`config.mk`:
```
export PLATFORM = sky130hd
export DESIGN_NAME = mem_bus_arbiter
export DESIGN_NICKNAME = d
export VERILOG_FILES = /design/src/rtl/mem_bus_arbiter.sv
export SDC_FILE = /design/constraint.sdc
export NUM_CORES = 1
export LEC_CHECK = 0
export BUFFER_PORTS_ARGS = -buffer_cell sky130_fd_sc_hd__buf_2
export CAP_MARGIN = 15
export CORE_MARGIN = 1
export CORE_UTILIZATION = 47
export DETAILED_ROUTE_END_ITERATION = 10
export PLACE_DENSITY = 0.88
export SLEW_MARGIN = 10
export SYNTH_ARGS = -nofsm -noshare
export SYNTH_HDL_FRONTEND = slang
export SYNTH_SLANG_ARGS = --single-unit
```
`constraint.sdc`:
```
create_clock -name clk_in -period 1.85 [get_ports clk_in]
set_input_delay 0.37 -clock clk_in [delete_from_list [all_inputs] [get_ports clk_in]]
set_output_delay 0.37 -clock clk_in [all_outputs]
set_load 0.02 [all_outputs]
```
`src/rtl/mem_bus_arbiter.sv`:
```
// rtl/mem_bus_arbiter.sv - round-robin arbiter sharing one dispatch/busy memory port among requesters
module mem_bus_arbiter #(
  parameter int NUM_REQ = 2,
  parameter int ADDR_W  = 32,
  parameter int DATA_W  = 32,
  parameter int MW_W    = 2,
  localparam int ID_W   = (NUM_REQ > 1) ? $clog2(NUM_REQ) : 1
) (
  input  logic                        clk_in,
  input  logic                        rst_n_in,
  input  logic [NUM_REQ-1:0]          req_dispatch_read,
  input  logic [NUM_REQ-1:0]          req_dispatch_write,
  input  logic [NUM_REQ*ADDR_W-1:0]   req_addr,
  input  logic [NUM_REQ*MW_W-1:0]     req_width,
  input  logic [NUM_REQ*DATA_W-1:0]   req_wdata,
  output logic [NUM_REQ-1:0]          req_busy,
  output logic [NUM_REQ*DATA_W-1:0]   req_rdata,
  output logic                        mem_dispatch_read,
  output logic                        mem_dispatch_write,
  output logic [ADDR_W-1:0]           mem_addr,
  output logic [MW_W-1:0]             mem_width,
  output logic [DATA_W-1:0]           mem_wdata,
  input  logic                        mem_busy,
  input  logic [DATA_W-1:0]           mem_rdata,
  output logic [ID_W-1:0]             grant_id
);

  typedef enum logic [1:0] {
    S_IDLE   = 2'd0,
    S_ISSUED = 2'd1,
    S_WAIT   = 2'd2
  } state_t;

  state_t state;

  // One latched transaction per requester; a slot is frozen while its pending bit is set.
  logic [NUM_REQ-1:0] pending;
  logic [ADDR_W-1:0]  slot_addr  [NUM_REQ];
  logic [MW_W-1:0]    slot_width [NUM_REQ];
  logic [DATA_W-1:0]  slot_wdata [NUM_REQ];
  logic [NUM_REQ-1:0] slot_write;

  // Last granted requester; the scan for the next grant starts just after it.
  logic [ID_W-1:0]    rr_ptr;
  logic [ID_W-1:0]    next_gnt;
  logic [ID_W-1:0]    scan_idx;
  logic               gnt_found;
  logic               any_pending;
  logic               xfer_done;

  assign req_busy    = pending;
  assign any_pending = |pending;
  // Memory has dropped busy after accepting our dispatch: the granted transaction is complete.
  assign xfer_done   = (state == S_WAIT) && !mem_busy;

  // Pick the first pending slot after rr_ptr, wrapping modulo NUM_REQ.
  always_comb begin
    next_gnt  = rr_ptr;
    scan_idx  = rr_ptr;
    gnt_found = 1'b0;
    for (int off = 1; off <= NUM_REQ; off++) begin
      scan_idx = ID_W'((int'(rr_ptr) + off) % NUM_REQ);
      if (!gnt_found && pending[scan_idx]) begin
        next_gnt  = scan_idx;
        gnt_found = 1'b1;
      end
    end
  end

  // Capture new requests into idle slots and retire the granted slot on completion.
  always_ff @(posedge clk_in or negedge rst_n_in) begin
    if (!rst_n_in) begin
      pending    <= '0;
      slot_write <= '0;
      for (int i = 0; i < NUM_REQ; i++) begin
        slot_addr[i]  <= '0;
        slot_width[i] <= '0;
        slot_wdata[i] <= '0;
      end
    end else begin
      for (int i = 0; i < NUM_REQ; i++) begin
        if (xfer_done && (grant_id == ID_W'(i))) begin
          pending[i] <= 1'b0;
        end else if ((req_dispatch_read[i] || req_dispatch_write[i]) && !pending[i]) begin
          // A simultaneous read+write pulse is resolved as a write.
          pending[i]    <= 1'b1;
          slot_write[i] <= req_dispatch_write[i];
          slot_addr[i]  <= req_addr[i*ADDR_W +: ADDR_W];
          slot_width[i] <= req_width[i*MW_W +: MW_W];
          slot_wdata[i] <= req_wdata[i*DATA_W +: DATA_W];
        end
      end
    end
  end

  // Downstream sequencer: grant, one-cycle dispatch pulse, then wait for busy to fall.
  always_ff @(posedge clk_in or negedge rst_n_in) begin
    if (!rst_n_in) begin
      state              <= S_IDLE;
      rr_ptr             <= ID_W'(NUM_REQ - 1);
      grant_id           <= '0;
      mem_dispatch_read  <= 1'b0;
      mem_dispatch_write <= 1'b0;
      mem_addr           <= '0;
      mem_width          <= '0;
      mem_wdata          <= '0;
      req_rdata          <= '0;
    end else begin
      case (state)
        S_IDLE: begin
          mem_dispatch_read  <= 1'b0;
          mem_dispatch_write <= 1'b0;
          // A busy still high here belongs to a transaction abandoned by reset; let it drain.
          if (any_pending && !mem_busy) begin
            grant_id           <= next_gnt;
            rr_ptr             <= next_gnt;
            mem_addr           <= slot_addr[next_gnt];
            mem_width          <= slot_width[next_gnt];
            mem_wdata          <= slot_wdata[next_gnt];
            mem_dispatch_write <= slot_write[next_gnt];
            mem_dispatch_read  <= !slot_write[next_gnt];
            state              <= S_ISSUED;
          end
        end
        S_ISSUED: begin
          // Memory raises busy during this cycle, so completion is only watched from WAIT.
          mem_dispatch_read  <= 1'b0;
          mem_dispatch_write <= 1'b0;
          state              <= S_WAIT;
        end
        S_WAIT: begin
          if (!mem_busy) begin
            if (!slot_write[grant_id]) begin
              req_rdata[grant_id*DATA_W +: DATA_W] <= mem_rdata;
            end
            state <= S_IDLE;
          end
        end
        default: begin
          mem_dispatch_read  <= 1'b0;
          mem_dispatch_write <= 1'b0;
          state              <= S_IDLE;
        end
      endcase
    end
  end

endmodule

```
Word level (Yosys, flattened, before mapping):

Index checks and enable logic that the tools add are counted.

* register bits: 272
* input port bits: 171
* output and inout bits: 135
* logic and storage cells: 94

* $add $sub $neg: 3
* $lt $le $gt $ge: 5
* equality and inequality tests: 4
* shift-type cells: 2
* muxes and demuxes: 32
* bitwise operators: 6
* reduce and logical (&&, ||, !) cells: 23

Operators by type and width (count)
* $mux 32: 6
* $bwmux 64: 1
* $shift 32x34->64 const A: 1
* $shiftx 32x34->64: 1
* $neg 6->34: 1
* $mux 1: 17
* $mux 2: 5
* $lt 1x2->1 const B: 4
* $reduce_and 2->1: 4
* $logic_and 1x1->1: 7
* $pmux 2 s3: 1
* $logic_not 1->1: 5
* $not 1->1: 5
* $ne 2x2->1 const B: 2
* $pmux 1 s2: 2
* $reduce_bool 2->1: 2
* $reduce_and 3->1: 1
* $add 1x1->1 const B: 2
* $eq 2x1->1 const B: 1
* $eq 2x2->1 const B: 1
* $ge 2x2->1 const B: 1
* $logic_not 2->1: 1
* $logic_or 1x1->1: 2
* $not 1->2: 1
* $reduce_or 2->1: 1

Logic depth before layout (Yosys ltp):

* word-level depth: 12
* depth in mapped cells: 7
* depth with buffers taken out: 4

Least setup slack after synthesis:

Ideal clock, no wire load.

* path type: register -> register
* from: register state[1]
* to: register slot_wdata[12] in the netlist's numbering
* library setup time: 0.125 ns
* data arrival time: 1.669 ns
* data required time: 1.725 ns
* setup slack: 0.056 ns
* stages on the path, launching flop included: 7
* buffers on the path: 2
* clock period less this slack: 1.794 ns
* path through: dfrtp_1 -> nor2b_1 -> and2b_1 -> a211oi_2 -> buf_4 -> buf_4 -> mux2_2

* longest elaborated chain between the ends: 5

Ends and longest elaborated chain
* start, declared: RTL line 34 `state_t state;`
* start signal, assigned: RTL line 99 `state <= S_IDLE;`
* start signal, assigned: RTL line 122 `state <= S_ISSUED;`
* start signal, assigned: RTL line 129 `state <= S_WAIT;`
* $eq 2x2->1: RTL line 54 `assign xfer_done = (state == S_WAIT) && !mem_busy;`
* $logic_and 1x1->1: RTL line 54
* $logic_and 1x1->1: RTL line 82 `if (xfer_done && (grant_id == ID_W'(i))) begin`
* $not 1->1 (no line)
* $reduce_and 2->1 (no line)
* end signal, assigned by index: RTL line 90 `slot_wdata[i] <= req_wdata[i*DATA_W +: DATA_W];`
* end, declared: RTL line 40 `logic [DATA_W-1:0] slot_wdata [NUM_REQ];`

No other way between the ends.
A chain may end at the register's enable or synchronous reset.

Worst setup path in the final report:

* from: register state[1]
* to: register req_rdata[14]

* longest elaborated chain between the ends: 2

Ends and longest elaborated chain
* $eq 2x2->1: RTL line 109 `case (state)`
* $reduce_and 3->1 (no line)
* end signal, assigned by index: RTL line 134 `req_rdata[grant_id*DATA_W +: DATA_W] <= mem_rdata;`
* end, declared: RTL line 17 `output logic [NUM_REQ*DATA_W-1:0] req_rdata,`

No other way between the ends.

==> reports/results.tsv <==
metric	value	unit
required time of the critical path	2270	ps
Period Utilization, post-route	101	%
post-layout net count	1236	
CP endpoint kind	flop	
number of placement rows	55	
Psw	9.13	mW
CP Class	flop to flop	
Vias/cell	5.21	
Mapped Nets	913	
CTS sink count	272	
outcome	complete, but fails checks	
sequential power share	41.2	%
Hold Violations, Final	0	
Seq/Total Area, Yosys	63.0	%
internal power	16.5	mW
Top Ports	306	
Die ar.	0.0236	mm2
fill cell count	1674	
Final Util	61.6	%
Remaining Overflow, GRT	0	
Final WS setup	-19.6	ps
RSZ-0062 raised after global routing	true	
most frequent cells in the layout	buf_2, dfrtp_1, mux2_2, nand2_1, mux2i_1	
Synth Area per Inst	14.6	um2
startpoint types	flop	
GPL Wtd Cong	0.811	
synthesized instance count	742	
GRT Total Usage	22.5	%
Mapped Area	0.0108	mm2
Worst slew margin	71.1	%
crit-path max FO	8	
I/O Buffers	305	
DR iter-0 viols	376	
Clock power frac	21.1	%
Pleak	6.87	nW
Hold WC Path Type	primary input to flop	
share of layout cells above drive strength 1	48.8	%
WP data arrival	2290	ps
fmax	535	MHz
post-synthesis async set-or-reset flop share	100	%
first-pass GRT wire length	41600	um
final clock skew	8.53	ps
hold path depth	2	
worst slew pin tran	434	ps
worst vdd ir	0.915	mV
HPWL Detailed	18200	um
Sw Share	35.6	%
Initial Util	47.9	%
power share of the combinational group	37.7	%
min cycle time layout	1870	ps
register-to-register setup slack	-20	ps
Area growth, synth to finish	28.6	%
violated checks	setup timing	
post-DR wirelength/cell	19.4	um
worst hold start	req_wdata[35]	
multi-input logic area	0.00378	mm2
Netlist cell types	25	
CTS tree	done	
CTS root buffer	clkbuf_16	
Syn. warnings	0	
number of global-route vias before repair	7866	
EDFF count, synth	0	
number of remaining DRC errors	0	
final wirelength	26800	um
Worst R2R Start	state[1]$_DFFE_PN0P_	
FF-to-FF End	req_rdata[14]$_DFFE_PN0P_	
largest net degree at the start of global routing	75	
Inserted Clock Buffers	29	
Worst-path clk slew	60	ps
ANT nets after route	0	
die span in x	154	um
post-place setup slack	-153	ps
commonest non-fill, non-tap cell in the layout	buf_2	
final setup vio count	39	
initial antenna violation count	10	
Longest Clk Path Bufs	3	
Main synth FF type	dfrtp_1	
max-slew violation count	0	
max_cap viols	0	
first-pass iteration count of the detailed router	4	
number of synthesized register bits	272	
Worst Reg-to-Reg Cells	4	
Worst Hold Path EP	slot_wdata[3]$_DFFE_PN0P_	
chip height	154	um
power density cells	1850	mW/mm2
DR vias	7198	
register area	0.00681	mm2
H-Tree Depth	1	
Core Region	0.0226	mm2
clock latency on the worst-skew pair	540	ps
layer usage:
layer / part of all wire (%) / GRT usage, % / vias up
met3: 6.3 / 5.55 / 73
met4: 4.4 / 9.76 / 0
met1: 38 / 25.3 / 3599
li1: - / - / 3254
met2: 52 / 40.3 / 272
met5: 0 / 0 / -
cell usage after synthesis, types with 2 or more instances:
| cell type | count | area (um2) |
|---|---|---|
| nand2_1 | 71 | 267 |
| nor2_1 | 5 | 18.8 |
| nor3_1 | 3 | 15.0 |
| mux2_1 | 55 | 619 |
| mux2i_1 | 67 | 671 |
| clkbuf_1 | 14 | 52.6 |
| dfrtp_1 | 271 | 6780 |
| mux2_2 | 113 | 1270 |
| inv_1 | 2 | 7.51 |
| buf_4 | 4 | 30.0 |
| o21ai_0 | 51 | 255 |
| o21ai_1 | 20 | 100 |
| mux2_4 | 30 | 450 |
| buf_2 | 20 | 100 |
| buf_6 | 6 | 67.6 |
registers in the layout, summed over array words and instances, names as in the netlist:
| name | cells |
|---|---|
| req_rdata | 64 |
| slot_addr | 64 |
| slot_wdata | 64 |
| mem_addr | 32 |
| mem_wdata | 32 |
| slot_width | 4 |
| mem_width | 2 |
| req_busy | 2 |
| slot_write | 2 |
| state | 2 |
| grant_id | 1 |
| mem_dispatch_read | 1 |
| mem_dispatch_write | 1 |
| rr_ptr | 1 |
worst max path at each step:
stage | end | cells after the start | startpoint | slack (ps)
CTS | slot_addr[8]$_DFFE_PN0P_ | 6 | state[1]$_DFFE_PN0P_ | -8
global placement | req_rdata[9]$_DFFE_PN0P_ | 5 | mem_busy | -130
global route | slot_wdata[4]$_DFFE_PN0P_ | 5 | state[1]$_DFFE_PN0P_ | -70
floorplan | slot_wdata[12]$_DFFE_PN0P_ | 6 | state[1]$_DFFE_PN0P_ | 60
detailed placement | req_rdata[9]$_DFFE_PN0P_ | 5 | mem_busy | -150
finish | req_rdata[14]$_DFFE_PN0P_ | 4 | state[1]$_DFFE_PN0P_ | -20
power groups by stage:
stage | Clock [mW] | Sequential, mW | Combinational (mW)
after floorplan | 0 | 12.0 | 4.80
after global placement | 0 | 10.4 | 9.22
after detailed placement | 0 | 10.6 | 9.64
after CTS | 5.54 | 10.6 | 9.74
after global routing | 5.71 | 10.9 | 10.4
final | 5.41 | 10.6 | 9.68
cell families after synthesis:
kind of cell | synth area share (%)
buf+inv | 2.39
simple gates | 3.18
compound gates | 3.53
mux | 27.9
flops | 63.0
metrics by stage:
step | power, mW | instances | TNS (ps) | cell area (um2) | hold WS, ps
floorplan | 16.8 | 742 | 0 | 10800 | 74.4
global placement | 19.6 | 1314 | -5160 | 12900 | 324
detailed placement | 20.3 | 1314 | -7640 | 12900 | 327
CTS | 25.8 | 1369 | -22.8 | 13800 | 21.9
global route | 27.1 | 1379 | -4650 | 13900 | 40.5
finish | 25.7 | 1382 | -252 | 13900 | 45.3
what timing repair did:
| action | in CTS | in global routing |
|---|---|---|
| hold buffers | 1 | 0 |
| buffers inserted | 0 | 1 |
| hold endpoints to repair | 44 | 0 |
| cloned | 1 | 2 |
| resized for setup | 2 | 4 |
| setup endpoints to repair | 90 | 121 |
| pin swaps | 2 | 1 |
layout make-up:
cell class,instances,area share [%]
sequential,272,49.0
multi-input combinational,424,27.2
timing repair buffer,336,14.5
clock buffer,43,6.03
tap,285,2.57
clock inverter,10,0.432
antenna,10,0.180
inverter,2,0.0540
worst max-delay path, stage by stage (launching register included):
cell       delay (ps)
dfrtp_1           380
or3b_4            400
or3_4             450
clkbuf_16         210
mux2_4            300
No activity file was read; power rests on OpenSTA's default activity.
